<file path="config.mk">
export PLATFORM = sky130hd
export DESIGN_NAME = tape_ram_writer_flat
export DESIGN_NICKNAME = d
export VERILOG_FILES = /design/src/rtl/tape_ram_writer_if.sv /design/src/rtl/tape_ram_writer.sv /design/src/flat_wrapper.sv
export SDC_FILE = /design/constraint.sdc
export NUM_CORES = 1
export LEC_CHECK = 0
export ABC_AREA = 1
export CORE_ASPECT_RATIO = 0.5
export CORE_UTILIZATION = 35
export CTS_CLUSTER_SIZE = 40
export DETAILED_ROUTE_END_ITERATION = 8
export PLACE_DENSITY = 0.48
export RECOVER_POWER = 50
export SYNTH_ARGS = -nofsm -noshare
export SYNTH_HDL_FRONTEND = slang
export SYNTH_SLANG_ARGS = --single-unit
</file>
<file path="constraint.sdc">
create_clock -name clk -period 4.6 [get_ports clk]
set_input_delay 0.92 -clock clk [delete_from_list [all_inputs] [get_ports clk]]
set_output_delay 0.92 -clock clk [all_outputs]
set_load 0.005 [all_outputs]
</file>
<file path="src/rtl/tape_ram_writer_if.sv">
// Loader/arbiter side signals of the tape RAM writer: byte stream in, RAM write port and status out.
// master = loader + RAM arbiter side, slave = tape_ram_writer.
interface tape_ram_writer_if;
    logic        ioctl_download;
    logic [15:0] tape_addr;
    logic        tape_wr;
    logic [7:0]  tape_dout;
    logic        ram_slot;
    logic [15:0] ram_addr;
    logic [7:0]  ram_dout;
    logic        ram_we;
    logic        busy;
    logic        overflow;
    logic        load_done;

    modport master (
        output ioctl_download, tape_addr, tape_wr, tape_dout, ram_slot,
        input  ram_addr, ram_dout, ram_we, busy, overflow, load_done
    );

    modport slave (
        input  ioctl_download, tape_addr, tape_wr, tape_dout, ram_slot,
        output ram_addr, ram_dout, ram_we, busy, overflow, load_done
    );
endinterface

</file>
<file path="src/rtl/tape_ram_writer.sv">
// Buffers TAP loader byte writes in a FIFO and commits them to RAM in arbiter-granted slots.
// Optional BASIC end-pointer patch after the load is enabled by defining TAPE_BASIC_PTR_EN.
module tape_ram_writer #(
    parameter int          DEPTH_LOG2 = 3,
    parameter logic [15:0] PTR_ADDR   = 16'h009C
) (
    input logic             clk,
    input logic             reset_n,
    tape_ram_writer_if.slave bus
);
    localparam int DEPTH = 1 << DEPTH_LOG2;
    localparam logic [DEPTH_LOG2:0] PTR_ONE = 1;

    // state    | meaning
    // S_IDLE   | waiting for a download, tape_wr ignored
    // S_STREAM | accepting bytes, popping on ram_slot
    // S_DRAIN  | download ended, popping until FIFO empty
    // S_PTR_LO | write low byte of last_addr+1 to PTR_ADDR
    // S_PTR_HI | write high byte of last_addr+1 to PTR_ADDR+1
    // S_DONE   | one-cycle load_done
    typedef enum logic [2:0] {
        S_IDLE, S_STREAM, S_DRAIN, S_PTR_LO, S_PTR_HI, S_DONE
    } state_t;

    state_t              state_q;
    logic [23:0]         mem_q [DEPTH];
    logic [DEPTH_LOG2:0] wr_ptr_q, wr_ptr_d;
    logic [DEPTH_LOG2:0] rd_ptr_q, rd_ptr_d;
    logic                have_data_q;
    logic [15:0]         last_addr_q;
    logic [15:0]         ram_addr_q;
    logic [7:0]          ram_dout_q;
    logic                ram_we_q;
    logic                busy_q;
    logic                overflow_q;
    logic                load_done_q;

    logic        fifo_empty, fifo_full;
    logic        pop, push_req, push;
    logic [15:0] ptr_val;
    logic [23:0] head;

    // Wrap bit distinguishes full from empty when the index bits match.
    assign fifo_empty = (wr_ptr_q == rd_ptr_q);
    assign fifo_full  = (wr_ptr_q[DEPTH_LOG2] != rd_ptr_q[DEPTH_LOG2]) &&
                        (wr_ptr_q[DEPTH_LOG2-1:0] == rd_ptr_q[DEPTH_LOG2-1:0]);

    assign pop      = ((state_q == S_STREAM) || (state_q == S_DRAIN)) && bus.ram_slot && !fifo_empty;
    assign push_req = (state_q == S_STREAM) && bus.tape_wr;
    assign push     = push_req && (!fifo_full || pop);
    assign wr_ptr_d = push ? (wr_ptr_q + PTR_ONE) : wr_ptr_q;
    assign rd_ptr_d = pop  ? (rd_ptr_q + PTR_ONE) : rd_ptr_q;
    assign ptr_val  = last_addr_q + 16'd1;
    assign head     = mem_q[rd_ptr_q[DEPTH_LOG2-1:0]];

`ifndef TAPE_BASIC_PTR_EN
    logic unused_ptr_cfg;
    assign unused_ptr_cfg = ^{PTR_ADDR, ptr_val, have_data_q};
`endif

    always_ff @(posedge clk) begin
        if (push) begin
            mem_q[wr_ptr_q[DEPTH_LOG2-1:0]] <= {bus.tape_addr, bus.tape_dout};
        end
    end

    always_ff @(posedge clk) begin
        if (!reset_n) begin
            state_q     <= S_IDLE;
            wr_ptr_q    <= '0;
            rd_ptr_q    <= '0;
            have_data_q <= 1'b0;
            last_addr_q <= 16'h0000;
            ram_addr_q  <= 16'h0000;
            ram_dout_q  <= 8'h00;
            ram_we_q    <= 1'b0;
            busy_q      <= 1'b0;
            overflow_q  <= 1'b0;
            load_done_q <= 1'b0;
        end else begin
            ram_we_q    <= 1'b0;
            load_done_q <= 1'b0;
            wr_ptr_q    <= wr_ptr_d;
            rd_ptr_q    <= rd_ptr_d;

            if (pop) begin
                ram_we_q   <= 1'b1;
                ram_addr_q <= head[23:8];
                ram_dout_q <= head[7:0];
            end

            if (push) begin
                have_data_q <= 1'b1;
                last_addr_q <= bus.tape_addr;
            end else if (push_req) begin
                overflow_q <= 1'b1;
            end

            case (state_q)
                S_IDLE: begin
                    if (bus.ioctl_download) begin
                        state_q     <= S_STREAM;
                        busy_q      <= 1'b1;
                        overflow_q  <= 1'b0;
                        have_data_q <= 1'b0;
                        wr_ptr_q    <= '0;
                        rd_ptr_q    <= '0;
                    end
                end
                S_STREAM: begin
                    if (!bus.ioctl_download) begin
                        state_q <= S_DRAIN;
                    end
                end
                S_DRAIN: begin
                    if (fifo_empty) begin
`ifdef TAPE_BASIC_PTR_EN
                        if (have_data_q) begin
                            state_q <= S_PTR_LO;
                        end else begin
                            state_q     <= S_DONE;
                            load_done_q <= 1'b1;
                        end
`else
                        state_q     <= S_DONE;
                        load_done_q <= 1'b1;
`endif
                    end
                end
`ifdef TAPE_BASIC_PTR_EN
                S_PTR_LO: begin
                    if (bus.ram_slot) begin
                        ram_we_q   <= 1'b1;
                        ram_addr_q <= PTR_ADDR;
                        ram_dout_q <= ptr_val[7:0];
                        state_q    <= S_PTR_HI;
                    end
                end
                S_PTR_HI: begin
                    if (bus.ram_slot) begin
                        ram_we_q    <= 1'b1;
                        ram_addr_q  <= PTR_ADDR + 16'd1;
                        ram_dout_q  <= ptr_val[15:8];
                        state_q     <= S_DONE;
                        load_done_q <= 1'b1;
                    end
                end
`endif
                S_DONE: begin
                    state_q <= S_IDLE;
                    busy_q  <= 1'b0;
                end
                default: begin
                    state_q <= S_IDLE;
                    busy_q  <= 1'b0;
                end
            endcase
        end
    end

    assign bus.ram_addr  = ram_addr_q;
    assign bus.ram_dout  = ram_dout_q;
    assign bus.ram_we    = ram_we_q;
    assign bus.busy      = busy_q;
    assign bus.overflow  = overflow_q;
    assign bus.load_done = load_done_q;
endmodule

</file>
<file path="src/flat_wrapper.sv">
// flat-port wrapper written by rule: the top's interface ports become plain ports
module tape_ram_writer_flat 
#(
    parameter int          DEPTH_LOG2 = 3,
    parameter logic [15:0] PTR_ADDR   = 16'h009C
)
  (clk, reset_n, bus_ioctl_download, bus_tape_addr, bus_tape_wr, bus_tape_dout, bus_ram_slot, bus_ram_addr, bus_ram_dout, bus_ram_we, bus_busy, bus_overflow, bus_load_done);
  tape_ram_writer_if bus_i ();
  input logic clk;
  input logic reset_n;
  input wire logic [$bits(bus_i.ioctl_download)-1:0] bus_ioctl_download;
  input wire logic [$bits(bus_i.tape_addr)-1:0] bus_tape_addr;
  input wire logic [$bits(bus_i.tape_wr)-1:0] bus_tape_wr;
  input wire logic [$bits(bus_i.tape_dout)-1:0] bus_tape_dout;
  input wire logic [$bits(bus_i.ram_slot)-1:0] bus_ram_slot;
  output wire logic [$bits(bus_i.ram_addr)-1:0] bus_ram_addr;
  output wire logic [$bits(bus_i.ram_dout)-1:0] bus_ram_dout;
  output wire logic [$bits(bus_i.ram_we)-1:0] bus_ram_we;
  output wire logic [$bits(bus_i.busy)-1:0] bus_busy;
  output wire logic [$bits(bus_i.overflow)-1:0] bus_overflow;
  output wire logic [$bits(bus_i.load_done)-1:0] bus_load_done;
  assign bus_i.ioctl_download = bus_ioctl_download;
  assign bus_i.tape_addr = bus_tape_addr;
  assign bus_i.tape_wr = bus_tape_wr;
  assign bus_i.tape_dout = bus_tape_dout;
  assign bus_i.ram_slot = bus_ram_slot;
  assign bus_ram_addr = bus_i.ram_addr;
  assign bus_ram_dout = bus_i.ram_dout;
  assign bus_ram_we = bus_i.ram_we;
  assign bus_busy = bus_i.busy;
  assign bus_overflow = bus_i.overflow;
  assign bus_load_done = bus_i.load_done;
  tape_ram_writer #(.DEPTH_LOG2(DEPTH_LOG2), .PTR_ADDR(PTR_ADDR)) u_core (.clk(clk), .reset_n(reset_n), .bus(bus_i));
endmodule
</file>
==> metrics.md <==
| Metric | Value |
|---|---|
| Avg Cell Area, Syn | 11.9 sq um |
| First-iteration detailed-routing DRC count | between 300 and 400 |
| Pleak | 0.00376 uW |
| Antenna Cells | 0 |
| GRT Util Overall | 16.1% |
| Measured slew at the worst slew-check pin | around 1.1 ns |
| Die H | 116 um |
| CTS Hold Bufs | 0 |
| Startpoint class of the critical path | register |
| Post-synthesis sequential area ratio | 71.5% |
| DRT antenna net count | 0 |
| Mapped Area | 9160 sq um |
| Final cell count without fillers | between 1000 and 1500 |
| Post-synthesis mux area share | 0% |
| CTS tree | built |
| Initial antenna violation count | 0 |
| Syn nets | 801 |
| Synth unique cells | 32 |
| Worst skew pair latency | 0.53 ns |
| Status | completed |
| Main combinational cell family by area after synthesis | compound AO/OA/AOI/OAI gates |
| Crit Path Class | reg2reg |
| Worst relative slew slack | between 20 and 30% |
| Min Hold Slack | 0.466 ns |
| Final min period | 3.42 ns |
| Area growth syn-to-layout | 17.2% |
| Number of fill cells | 2423 |
| Dpl cells | ~1100 |
| Pins Over Slew Limit | 0 |
| Post-synth EDFFs | around 190 |
| Hold Crit Class | reg2reg |
| Post_cts resized | 0 |
| Largest net degree at the start of global routing | 98 |
| Setup Skew | ~0.023 ns |
| Routed WL per cell | between 15 and 20 um |
| # setup viols final | 0 |
| Pwr dens | around 410 nW/um^2 |
| CTS sink cnt | 231 |
| Core ar. | roughly 25000 sq um |
| Worst-path clk slew | 0.06 ns |
| Tcrit/Tclk final | approximately three quarters |
| Endpoint class of the critical path | register |
| Row count | around 40 |
| Max clock buf depth | 3 |
| GPL Wtd Cong | between 0.7 and 0.8 |
| Post-synthesis simple-gate area fraction | 9.93% |
| CTS Buf Count | 23 |
| PortBufs | 56 |
| Router iterations before antenna repair | 5 |
| CP max FO | 47 |
| DIE WIDTH | 231 um |
| Vias in the first global route | 5407 |
| Clk root buf | clkbuf_16 |
| Fmax | 292 MHz |
| Total power draw | 4380 uW |
| Fin nets | 849 |
| Cells after synthesis | 770 |
| Async SR Flop Fraction | 0% |
| Initial Util | 36.0% |
| First-pass GRT wire length | 32.9 mm |
| Flops & latches, synth | 231 |
| Worst EP arrival | 3.63 ns |
| Ratio of cells with drive above 1 in the final layout | approximately a tenth |
| Xor/xnor share of the synthesized area | 0.478% |
| Max-cap violations | 0 |
| Post-CTS Setup Bufs | 0 |
| CP Data Required Time | 4.81 ns |
| Grt ovf | 0 |
| Compound-Gate Fraction of Synth Area | between 10% and 20% |
| RSZ-0062 raised after global routing | false |
| H-tree Lvls | 1 |
| Post-DP HPWL | 12.6 mm |
| Adder-cell share of the synthesized area | less than 1% |
| Hold Vio Cnt, Final | 0 |
| Drt drc | 0 |
| Setup tns final | 0 ns |
| Routed vias | 5706 |
| WL final | 21.1 mm |
| VDD IR max | 0.253 mV |
| Vias per cell | 4.84 |
| Die Area | ~27000 sq um |
| # IOs | between 50 and 60 |
| Synth Warn # | 0 |
| Main synth FF type | edfxtp_1 |
-- layout by cell type (no fill, tap or decap) --
cell,n
xnor2_1,1
o21ai_1,17
clkinv_2,7
nand3_1,6
xor2_1,4
nand2_4,1
nand2_1,79
dlygate4sd3_1,53
edfxtp_1,192
o22ai_1,24
inv_2,1
clkbuf_8,1
clkbuf_16,23
nand4_1,2
a221oi_1,1
clkbuf_1,6
clkinvlp_4,1
a21oi_1,13
o21a_1,1
inv_1,47
nand4_2,1
or2_1,1
buf_4,13
bufinv_16,2
nand3b_1,1
nor2_1,131
o21ai_0,105
dfxtp_2,2
ha_1,2
clkdlybuf4s50_1,3
o211ai_1,24
dfxtp_1,37
inv_6,1
nor2_2,7
a21oi_2,20
nor3_1,2
inv_4,2
-- cells in the mapped netlist (4+ instances only) --
library cell | count | area, sq um
buf_6 | 4 | 45.0
o22ai_1 | 24 | 150
o211ai_1 | 24 | 180
edfxtp_1 | 192 | 5770
buf_4 | 7 | 52.6
inv_1 | 46 | 173
clkbuf_1 | 19 | 71.3
nand2_1 | 78 | 293
o21ai_1 | 17 | 85.1
dfxtp_1 | 39 | 781
a21oi_2 | 20 | 175
xor2_1 | 4 | 35.0
o21ai_0 | 105 | 526
nor2_1 | 137 | 514
nand3_1 | 6 | 30.0
buf_2 | 14 | 70.1
a21oi_1 | 13 | 65.1
-- critical path, cell delays in order (launching register included) --
cell and delay (ns):
dfxtp_2 0.59, inv_1 0.72, nand2_1 0.10, nand2_1 0.11, nor2_1 0.07, nand4_2 0.17
nand3_1 0.27, nor2_2 0.72, buf_4 0.35
-- sequential cells by signal (all words and copies together) (netlist names) --
name                  flops
u_core.bus.load_done      1
u_core.bus.ram_we         1
u_core.state_q            3
u_core.rd_ptr_q           4
u_core.wr_ptr_q           4
u_core.bus.overflow       1
u_core.mem_q            192
u_core.bus.ram_addr      16
u_core.bus.busy           1
u_core.bus.ram_dout       8
-- logic make-up (layout without fill, tap and decap cells) --
kind of cell,count (synthesis),in the layout
buffers and inverters,96,160
AO/OA/AOI/OAI,205,205
XOR/XNOR,5,5
AND/OR/NAND/NOR,231,231
flip-flops,231,231
adder cells (fa/ha/maj),2,2
-- final timing paths --
path	startpoint	endpoint	slack, ns	cells past startpoint
setup / recovery	u_core.rd_ptr_q[1]	u_core.mem_q[0][22]	1.18	8
hold / removal	u_core.bus.busy	u_core.bus.busy	0.47	2
setup reg to reg	u_core.rd_ptr_q[1]	u_core.mem_q[0][22]	1.18	8
hold reg to reg	u_core.bus.busy	u_core.bus.busy	0.47	2
-- stage by stage --
stage	area, sq um	setup slack, ns	utilization, %
3_3_place_gp	10000	1.31	39.4
4_1_cts	10700	1.36	42.2
6_report	10700	1.18	42.2
5_1_grt	10700	0.802	42.2
2_1_floorplan	9160	1.82	-
3_5_place_dp	10000	1.27	39.4
-- per-layer routing --
metal  wire length (um)  vias up  part of all wire [%]  global-route usage, %
met4                301        0                   1.4                   2.83
met1              10700     2778                    51                   23.3
li1                   -     2815                     -                      -
met3                996       22                   4.7                   3.54
met2               9100       91                    43                   25.3
met5                  0        -                     0                      0
-- cell type report --
type / instances / area [sq um] / area share [%]
inverters: 50 / 193 / 1.79
flip-flops and latches: 231 / 6550 / 61.0
multi-input cells: 443 / 2190 / 20.4
clock buffers: 30 / 612 / 5.70
clock inverters: 11 / 111 / 1.04
repair buffers: 69 / 658 / 6.13
well taps: 344 / 430 / 4.01
-- power by group --
group	internal (uW)	leakage, uW	total, uW	switching, uW
sequential	2300	0.00205	2320	18.2
clock	1050	0.000358	1830	773
combinational	82.6	0.00136	237	155
Power figures use the tool's default switching activity.
